[config.mk]
export PLATFORM = sky130hd
export DESIGN_NAME = ps2_scancode_tx
export DESIGN_NICKNAME = d
export VERILOG_FILES = /design/src/rtl/ps2_pkg.sv /design/src/rtl/ps2_frame_tx.sv /design/src/rtl/ps2_scancode_tx.sv
export SDC_FILE = /design/constraint.sdc
export NUM_CORES = 1
export LEC_CHECK = 0
export CAP_MARGIN = 20
export CORE_ASPECT_RATIO = 0.9
export CORE_MARGIN = 10
export CORE_UTILIZATION = 45
export CTS_CLUSTER_DIAMETER = 200
export CTS_CLUSTER_SIZE = 8
export DETAILED_ROUTE_END_ITERATION = 10
export GPL_TIMING_DRIVEN = 1
export HOLD_SLACK_MARGIN = 0.12
export SYNTH_ARGS = -nofsm -noshare
export SYNTH_HDL_FRONTEND = slang
export SYNTH_SLANG_ARGS = --single-unit
export TNS_END_PERCENT = 100
[constraint.sdc]
create_clock -name clk -period 5.89 [get_ports clk]
set_clock_uncertainty 0.2 [all_clocks]
set_input_delay 1.178 -clock clk [delete_from_list [all_inputs] [get_ports clk]]
set_output_delay 1.178 -clock clk [all_outputs]
set_load 0.02 [all_outputs]
[src/rtl/ps2_pkg.sv]
`default_nettype none
// ============================================================================
// Module  : ps2_pkg
// Brief   : Shared constants, state encodings and byte selection for the PS/2
//           scan-code transmitter.
// Revision: 1.0 - initial release
// ============================================================================
package ps2_pkg;

    localparam logic [7:0] PS2_BREAK_PREFIX = 8'hF0;
    localparam logic [7:0] PS2_EXT_PREFIX   = 8'hE0;
    localparam int         PS2_FRAME_BITS   = 11;

    typedef enum logic [1:0] {
        SEQ_IDLE = 2'd0,
        SEQ_SEND = 2'd1,
        SEQ_GAP  = 2'd2
    } seq_state_t;

    typedef enum logic [2:0] {
        FRM_IDLE  = 3'd0,
        FRM_SHIFT = 3'd1,
        FRM_WAIT  = 3'd2,
        FRM_ABORT = 3'd3,
        FRM_HOLD  = 3'd4
    } frm_state_t;

    // Next byte of an event given the prefixes still outstanding.
    function automatic logic [7:0] ps2_next_byte(input logic       ext,
                                                 input logic       brk,
                                                 input logic [7:0] code);
        if (ext)
            return PS2_EXT_PREFIX;
        else if (brk)
            return PS2_BREAK_PREFIX;
        return code;
    endfunction

endpackage
`default_nettype wire

[src/rtl/ps2_frame_tx.sv]
`default_nettype none
// ============================================================================
// Module  : ps2_frame_tx
// Brief   : One-byte PS/2 device frame serialiser (start, 8 data, odd parity,
//           stop). Optional host-inhibit handling under PS2_TX_INHIBIT_EN.
// Revision: 1.0 - initial release
// ============================================================================
module ps2_frame_tx
    import ps2_pkg::*;
#(
    parameter int HALF_PERIOD = 4000,
    parameter int GAP_HALVES  = 2
) (
    input  logic       clk,
    input  logic       rst,
    input  logic       start,
    input  logic [7:0] data_byte,
`ifdef PS2_TX_INHIBIT_EN
    input  logic       ps2_clk_in,
`endif
    output logic       done,
    output logic       ps2_clk,
    output logic       ps2_data
);

    localparam int            CW        = (HALF_PERIOD > 1) ? $clog2(HALF_PERIOD) : 1;
    localparam logic [CW-1:0] HALF_LAST = CW'(HALF_PERIOD - 1);
    localparam logic [3:0]    BIT_LAST  = 4'(PS2_FRAME_BITS - 1);

    frm_state_t    r_state, w_state;
    logic [CW-1:0] r_cnt, w_cnt;
    logic [3:0]    r_bit, w_bit;
    logic          r_low, w_low;
    logic          r_clk, w_clk;
    logic          r_data, w_data;
    logic [7:0]    r_byte, w_byte;
    logic          w_begin;
    logic          w_half_end;
    logic [3:0]    w_bit_inc;
    logic [10:0]   w_frame;

`ifdef PS2_TX_INHIBIT_EN
    localparam int            HW          = (GAP_HALVES > 1) ? $clog2(GAP_HALVES) : 1;
    localparam logic [HW-1:0] HALVES_LAST = HW'(GAP_HALVES - 1);
    logic [HW-1:0] r_halves, w_halves;
`endif

    assign w_half_end = (r_cnt == HALF_LAST);
    assign w_bit_inc  = r_bit + 4'd1;
    assign w_frame    = {1'b1, ~^r_byte, r_byte, 1'b0};

    always_comb begin
        w_state = r_state;
        w_cnt   = r_cnt;
        w_bit   = r_bit;
        w_low   = r_low;
        w_clk   = r_clk;
        w_data  = r_data;
        w_byte  = r_byte;
        w_begin = 1'b0;
        done    = 1'b0;
`ifdef PS2_TX_INHIBIT_EN
        w_halves = r_halves;
`endif
        case (r_state)
            FRM_IDLE: begin
                w_clk  = 1'b1;
                w_data = 1'b1;
                if (start) begin
                    w_byte = data_byte;
`ifdef PS2_TX_INHIBIT_EN
                    if (ps2_clk_in)
                        w_begin = 1'b1;
                    else
                        w_state = FRM_WAIT;
`else
                    w_begin = 1'b1;
`endif
                end
            end
            FRM_SHIFT: begin
                w_cnt = w_half_end ? '0 : r_cnt + 1'b1;
`ifdef PS2_TX_INHIBIT_EN
                // Host pulling the clock low while we drive it high wins,
                // except once the stop bit is on the line.
                if (!r_low && !ps2_clk_in && (r_bit != BIT_LAST)) begin
                    w_state = FRM_ABORT;
                    w_clk   = 1'b1;
                    w_data  = 1'b1;
                end else
`endif
                if (w_half_end) begin
                    if (!r_low) begin
                        w_low = 1'b1;
                        w_clk = 1'b0;
                    end else begin
                        w_low = 1'b0;
                        w_clk = 1'b1;
                        if (r_bit == BIT_LAST) begin
                            done    = 1'b1;
                            w_state = FRM_IDLE;
                            w_data  = 1'b1;
                        end else begin
                            w_bit  = w_bit_inc;
                            w_data = w_frame[w_bit_inc];
                        end
                    end
                end
            end
`ifdef PS2_TX_INHIBIT_EN
            FRM_WAIT: begin
                w_clk  = 1'b1;
                w_data = 1'b1;
                if (ps2_clk_in)
                    w_begin = 1'b1;
            end
            FRM_ABORT: begin
                w_clk  = 1'b1;
                w_data = 1'b1;
                if (ps2_clk_in) begin
                    w_state  = FRM_HOLD;
                    w_cnt    = '0;
                    w_halves = '0;
                end
            end
            FRM_HOLD: begin
                w_clk  = 1'b1;
                w_data = 1'b1;
                w_cnt  = w_half_end ? '0 : r_cnt + 1'b1;
                if (w_half_end) begin
                    if (r_halves == HALVES_LAST) begin
                        if (ps2_clk_in)
                            w_begin = 1'b1;
                        else
                            w_state = FRM_ABORT;
                    end else begin
                        w_halves = r_halves + 1'b1;
                    end
                end
            end
`endif
            default: begin
                w_state = FRM_IDLE;
                w_clk   = 1'b1;
                w_data  = 1'b1;
            end
        endcase

        // Start bit goes out with the clock high, one cycle after the begin.
        if (w_begin) begin
            w_state = FRM_SHIFT;
            w_cnt   = '0;
            w_bit   = '0;
            w_low   = 1'b0;
            w_clk   = 1'b1;
            w_data  = 1'b0;
        end
    end

    always_ff @(posedge clk) begin
        if (rst) begin
            r_state <= FRM_IDLE;
            r_cnt   <= '0;
            r_bit   <= '0;
            r_low   <= 1'b0;
            r_clk   <= 1'b1;
            r_data  <= 1'b1;
            r_byte  <= '0;
        end else begin
            r_state <= w_state;
            r_cnt   <= w_cnt;
            r_bit   <= w_bit;
            r_low   <= w_low;
            r_clk   <= w_clk;
            r_data  <= w_data;
            r_byte  <= w_byte;
        end
    end

`ifdef PS2_TX_INHIBIT_EN
    always_ff @(posedge clk) begin
        if (rst)
            r_halves <= '0;
        else
            r_halves <= w_halves;
    end
`endif

    assign ps2_clk  = r_clk;
    assign ps2_data = r_data;

endmodule
`default_nettype wire

[src/rtl/ps2_scancode_tx.sv]
`default_nettype none
// ============================================================================
// Module  : ps2_scancode_tx
// Brief   : PS/2 keyboard-side transmitter: one key event -> E0/F0/code frames.
//           Define PS2_TX_INHIBIT_EN to add ps2_clk_in host-inhibit support.
// Revision: 1.0 - initial release
// ============================================================================
module ps2_scancode_tx
    import ps2_pkg::*;
#(
    parameter int HALF_PERIOD = 4000,
    parameter int GAP_HALVES  = 2
) (
    input  logic       clk,
    input  logic       rst,
    input  logic       key_valid,
    input  logic [7:0] key_code,
    input  logic       key_break,
    input  logic       key_ext,
`ifdef PS2_TX_INHIBIT_EN
    input  logic       ps2_clk_in,
`endif
    output logic       key_ready,
    output logic       busy,
    output logic       ps2_clk,
    output logic       ps2_data
);

    localparam int            GAP_CYCLES = GAP_HALVES * HALF_PERIOD;
    localparam int            GW         = (GAP_CYCLES > 1) ? $clog2(GAP_CYCLES) : 1;
    localparam logic [GW-1:0] GAP_LAST   = GW'(GAP_CYCLES - 1);

    seq_state_t    r_state, w_state;
    logic [GW-1:0] r_gap_cnt, w_gap_cnt;
    logic [7:0]    r_code, w_code;
    logic          r_ext, w_ext;
    logic          r_brk, w_brk;
    logic          r_last, w_last;
    logic          w_accept;
    logic          w_frame_start;
    logic [7:0]    w_frame_byte;
    logic          w_frame_done;

    assign key_ready = (r_state == SEQ_IDLE);
    assign busy      = ~key_ready;
    assign w_accept  = key_valid && key_ready;

    // r_ext / r_brk track prefixes still to send; r_last marks the code byte gone.
    always_comb begin
        w_state       = r_state;
        w_gap_cnt     = r_gap_cnt;
        w_code        = r_code;
        w_ext         = r_ext;
        w_brk         = r_brk;
        w_last        = r_last;
        w_frame_start = 1'b0;
        w_frame_byte  = ps2_next_byte(r_ext, r_brk, r_code);
        case (r_state)
            SEQ_IDLE: begin
                if (w_accept) begin
                    w_code        = key_code;
                    w_ext         = key_ext;
                    w_brk         = key_break;
                    w_last        = 1'b0;
                    w_frame_start = 1'b1;
                    w_frame_byte  = ps2_next_byte(key_ext, key_break, key_code);
                    w_state       = SEQ_SEND;
                end
            end
            SEQ_SEND: begin
                if (w_frame_done) begin
                    w_state   = SEQ_GAP;
                    w_gap_cnt = '0;
                    if (r_ext)
                        w_ext = 1'b0;
                    else if (r_brk)
                        w_brk = 1'b0;
                    else
                        w_last = 1'b1;
                end
            end
            SEQ_GAP: begin
                if (r_gap_cnt == GAP_LAST) begin
                    if (r_last) begin
                        w_state = SEQ_IDLE;
                    end else begin
                        w_frame_start = 1'b1;
                        w_state       = SEQ_SEND;
                    end
                end else begin
                    w_gap_cnt = r_gap_cnt + 1'b1;
                end
            end
            default: w_state = SEQ_IDLE;
        endcase
    end

    always_ff @(posedge clk) begin
        if (rst) begin
            r_state   <= SEQ_IDLE;
            r_gap_cnt <= '0;
            r_code    <= '0;
            r_ext     <= 1'b0;
            r_brk     <= 1'b0;
            r_last    <= 1'b0;
        end else begin
            r_state   <= w_state;
            r_gap_cnt <= w_gap_cnt;
            r_code    <= w_code;
            r_ext     <= w_ext;
            r_brk     <= w_brk;
            r_last    <= w_last;
        end
    end

    ps2_frame_tx #(
        .HALF_PERIOD (HALF_PERIOD),
        .GAP_HALVES  (GAP_HALVES)
    ) u_frame_tx (
        .clk        (clk),
        .rst        (rst),
        .start      (w_frame_start),
        .data_byte  (w_frame_byte),
`ifdef PS2_TX_INHIBIT_EN
        .ps2_clk_in (ps2_clk_in),
`endif
        .done       (w_frame_done),
        .ps2_clk    (ps2_clk),
        .ps2_data   (ps2_data)
    );

endmodule
`default_nettype wire
**Word level (Yosys, flattened, before mapping)**

Index checks and enable logic that the tools add are counted.

- Add/sub/neg operators: 3
- Order comparisons: 1
- Equal/unequal tests: 19
- Mux-type cells: 59
- Bitwise operators: 4
- Reductions and logical operators: 20

Operators by type and width:

| operator | count |
|---|---|
| 8-bit two-way mux | 8 |
| 1-bit two-way mux | 34 |
| 13-bit two-way mux | 2 |
| 13-bit one-hot mux with 2 select lines | 1 |
| 4-bit AND reduction | 4 |
| 13-bit by 1-bit adder with 13-bit output, second input constant | 1 |
| 13-bit equality test, second input constant | 1 |
| 12-bit by 1-bit adder with 12-bit output, second input constant | 1 |
| 12-bit equality test, second input constant | 1 |
| 12-bit two-way mux | 1 |
| 2-bit by 1-bit != test with 1-bit output, second input constant | 6 |
| 3-bit two-way mux | 3 |
| 3-bit by 1-bit != test with 1-bit output, second input constant | 3 |
| 3-bit AND reduction | 3 |
| 2-bit != test, second input constant | 4 |
| 1-bit one-hot mux with 2 select lines | 4 |
| 2-bit AND reduction | 4 |
| 8-bit XNOR reduction | 1 |
| 2-bit two-way mux | 3 |
| 2-bit one-hot mux with 3 select lines | 1 |
| 3-bit one-hot mux with 2 select lines | 1 |
| 4-bit by 5-bit less-than comparator with 1-bit output, second input constant | 1 |
| 5-bit AND reduction | 1 |
| 4-bit by 1-bit adder with 4-bit output, second input constant | 1 |
| other kinds (12) | 16 |

- Register bits after elaboration: 56
- Input bits: 13
- Logic and storage cells: 120

**Longest topological paths before layout**

- Word-level depth: 8
- Gate-level depth with buffers: 9
- Depth with buffers taken out: 7

**Modules after synthesis**

Synthesis repeated with hierarchy kept, for this count alone.

- Cell total of the unflattened synthesis: 345
- Area, all modules: 2757.6 um2

Modules (own cells, without submodules):

| module | times used | cells an instance | area each (um2) | seq. area each (um2) |
|---|---|---|---|---|
| ps2_scancode_tx | 1 | 182 | 1383.8 | 520.5 |
| ps2_frame_tx | 1 | 163 | 1373.8 | 560.5 |

**Worst setup path before layout**

OpenSTA, ideal clock, no wires.

- Kind: input -> register
- From: in key_valid
- To: reg u_frame_tx.r_byte[6]
- Library setup time: 0.070 ns
- Arrival: 2.589 ns
- Data required time: 5.620 ns
- Slack: 3.030 ns
- Stages: 7
- Buffers on the path: 2
- Cells stage by stage: or3b_2 -> buf_2 -> nor3_1 -> a21oi_2 -> buf_6 -> or3_1 -> a21oi_1

- Longest elaborated chain between the ends: 4
- Elaborated cells on any way between the ends: 6
- Those cells by class: mux: 4; reduce/logical: 2

RTL lines:

| item | line | RTL |
|---|---|---|
| start, declared | ps2_scancode_tx.sv:16 | `input logic key_valid,` |
| 1-bit logical AND (*) | ps2_scancode_tx.sv:46 | `assign w_accept = key_valid && key_ready;` |
| 1-bit two-way mux | ps2_scancode_tx.sv:60 | `if (w_accept) begin` |
| 1-bit one-hot mux with 2 select lines | ps2_scancode_tx.sv:58 | `case (r_state)` |
| 2-bit AND reduction (no source line) | -- |  |
| end signal, assigned | ps2_frame_tx.sv:176 | `r_byte <= w_byte;` |
| end, declared | ps2_frame_tx.sv:36 | `logic [7:0] r_byte, w_byte;` |

Every way passes the cells marked *; elsewhere a longest branch is shown, timed or not.
A chain may end at the register's enable or synchronous reset.

**Final worst setup path**

- From: in key_valid
- To: reg u_frame_tx.r_cnt[8]

- Longest elaborated chain between the ends: 6

RTL lines:

| item | line | RTL |
|---|---|---|
| 1-bit logical AND | ps2_scancode_tx.sv:46 |  |
| 1-bit two-way mux | ps2_scancode_tx.sv:60 |  |
| 1-bit one-hot mux with 2 select lines | ps2_scancode_tx.sv:58 |  |
| 1-bit two-way mux | ps2_frame_tx.sv:69 | `if (start) begin` |
| 1-bit two-way mux | ps2_frame_tx.sv:65 | `case (r_state)` |
| 2-bit OR reduction (no source line) | -- |  |
| end signal, assigned | ps2_frame_tx.sv:171 | `r_cnt <= w_cnt;` |
| end, declared | ps2_frame_tx.sv:31 | `logic [CW-1:0] r_cnt, w_cnt;` |

No other way between the ends.

==> results.toml <==
[status]
status = "complete, no violations"

[critical_path]
crit_buf_inv = 1
end_kind = "register"
slowest_delay_ns = 0.63
critPathMaxFanout = 20
crit_family = "simple AND/OR/NAND/NOR gates"
crit_arrival_ns = 3.35
critical_path_class = "input pin to register"
cp-start-kind = "input pin"
worstPathCellList = "clkdlybuf4s50_1 > or3b_2 > nor3_1 > a21oi_2 > nand3_1 > nor2_1"
r2r_slack_ns = 3.40
slowest_stage = "a21oi_2"
required_ns = 5.92

[final_layout]
register_area_sq_um = 1080
nNetsFinal = 359
final_util_pct = 51.5
fillers = 579
multiInputGateArea_sq_um = 1520
antenna_cells = 0
drive_gt1_share_pct = 3.80
area_delta_synth_final_pct = 9.22

[sta]
slew_violations = 0
hold_viol = 0
slew_headroom_pct = 30.0
timing.fmax_ghz = 0.301
setup_violations = 0
fin_setup_tns_ns = 0
period_minus_slack_ns = 3.32
post-route-period-util_pct = 56.4
rsz0062_at_grt = "false"
worstMarginPinSlew_ns = 1.05

[global_routing]
track_usage_pct = 11.7
groute.layer.met3.usage_pct = 2.43
grt-ovfl-total = 0
grt_pass1_vias = 2043
grtUsageMet2_pct = 18.9
met1_usage_pct = 15.7
grt_max_degree = 28
busiest_layer = "met2"
grt_pass1_wl_mm = 9.43
antenna_found_initial = 0

[placement]
io_buffers = 16
gp_congestion = 0.818
dp_hpwl_mm = 3.85

[drt]
routedWlPerCell_um = 13.1
vias = 2246
drt-vias-per-instance = 5.45
drc_errors = 0
drt_pre_antenna_iters = 5
drt-total-wl_mm = 5.41
detail-route-antenna-nets = 0
drt_iter0_markers = 125

[clocking]
path_clk_slew_ns = 0.09
ctsHtreeMaxLevel = 2
cts-buffers-inserted = 5
cts_resized = 0
post_cts_buffers = 0
clockRootBuffer = "clkbuf_8"
insertion_delay_ns = 0.29
cts_hold_buffers = 0
cts_max_path_buffers = 2
cts_sinks = 54
cts_tree = "yes"

[power]
netSwitchingFraction_pct = 24.5
p_comb_share_pct = 10.4
clock_power_share_pct = 29.6
p_per_area_nw_per_um2 = 217
p_int_mw = 0.486
seq_power_share_pct = 59.9
power_switching_mw = 0.158
vdd_drop_max_v = 0.0000926
leakage_nw = 1.02

[logic_synthesis]
synth.avg_cell_area_sq_um = 8.08
syn-cell-area_sq_um = 2720
synthTopCellsByCount = "54 x dfxtp_1, 42 x nor2_1, 40 x nand2_1"
synth_top_area_share_pct = 39.8
post-synth-top-count-cell = "dfxtp_1"
ys.flop_type = "dfxtp_1"
ys_warn_count = 0
ys_ff_latch = 54
synth_top_cell_by_area = "dfxtp_1"
yosys.cell_types.count = 43
synth_seq_area_share_pct = 39.8
syn_inst = 336
synth_edf_count = 0
syn-num-nets = 353
ys_top_cells_by_area = "dfxtp_1 40%, xnor2_1 6.5%, nor2_1 5.8%"
async_flop_share_pct = 0

[die]
start_util_pct = 47.2
die_area_sq_um = 9540
rows = 26
die_w_um = 102
die_h_um = 93.7
core_area_sq_um = 5760
boundaryPins = 17

[hold_path]
worstHoldPathType = "register to register"

[run]
maxCapViolCount = 0
[power groups by stage]
stage	sequential (mW)	combinational [mW]	clock [mW]
finish	0.386	0.0672	0.191
global route	0.387	0.0751	0.209
CTS	0.386	0.0678	0.198
detailed placement	0.394	0.0675	0
global placement	0.394	0.0669	0
floorplan	0.391	0.0491	0
[cell usage in the layout (no fill, tap or decap), types with 5 or more instances in the layout]
cell,Yosys,routed
nand3_1,29,29
nand4_1,5,5
nor3_1,11,11
or3_1,5,5
dfxtp_1,54,54
xnor2_1,20,20
mux2i_1,6,6
clkdlybuf4s50_1,0,16
nor2_1,42,42
xor2_1,12,12
inv_1,10,10
nor4_1,9,9
clkbuf_8,0,5
a21oi_1,29,29
nand2_1,40,40
[path summary, 6_finish.rpt]
check,startpoint,to,depth (start not counted)
worst min-delay path,r_code[1]$_SDFFE_PP0P_,r_code[1]$_SDFFE_PP0P_,2
worst min register to register,r_code[1]$_SDFFE_PP0P_,r_code[1]$_SDFFE_PP0P_,2
worst max-delay path,key_valid,u_frame_tx.r_cnt[8]$_SDFFE_PP0P_,6
worst max register to register,r_state[0]$_SDFFE_PP0P_,u_frame_tx.r_cnt[8]$_SDFFE_PP0P_,5
[logic make-up (layout without fill, tap and decap cells)]
family / after synthesis / in the layout / share of synthesized area, %
buf+inv: 27 / 33 / 4.10
flops: 54 / 54 / 39.8
xor+xnor: 32 / 32 / 10.3
mux: 7 / 7 / 3.04
compound gates: 46 / 46 / 10.0
fa+ha+maj: 4 / 4 / 1.84
simple gates: 166 / 166 / 30.9
[state kept, by name (all words and copies together) (netlist names)]
register / cells
u_frame_tx.r_byte: 8
u_frame_tx.ps2_data: 1
u_frame_tx.r_cnt: 12
r_state: 2
u_frame_tx.r_bit: 4
u_frame_tx.r_low: 1
u_frame_tx.ps2_clk: 1
u_frame_tx.r_state: 1
r_brk: 1
r_gap_cnt: 13
r_code: 8
r_last: 1
r_ext: 1
[metal layers]
| metal | share of wire, % | up-vias |
|---|---|---|
| li1 | - | 1171 |
| met1 | 52 | 1052 |
| met2 | 45 | 21 |
| met3 | 2.0 | 2 |
| met4 | 0.55 | 0 |
| met5 | 0 | - |
[worst min-delay path, stage by stage (launching register included)]
cell     delay, ns
dfxtp_1       0.32
nand2_1       0.05
a21oi_1       0.05
[through the flow]
stage / setup slack [ns] / hold slack (ns) / area [sq um] / power [mW] / std cells
CTS: 2.55 / 0.264 / 2970 / 0.652 / 412
finish: 2.57 / 0.260 / 2970 / 0.644 / 412
global placement: 2.29 / 0.247 / 2890 / 0.461 / 405
floorplan: 3.03 / 0.236 / 2720 / 0.440 / 336
detailed placement: 2.25 / 0.250 / 2890 / 0.462 / 405
global route: 2.34 / 0.275 / 2970 / 0.671 / 412
[cell type report]
type | count | share of cell area, %
Inverter | 10 | 1.27
Tap cell | 70 | 2.95
Sequential cell | 54 | 36.5
Timing Repair Buffer | 16 | 5.40
Clock buffer | 7 | 2.57
Multi-Input combinational cell | 255 | 51.4
(Power assumes the default switching activity.)
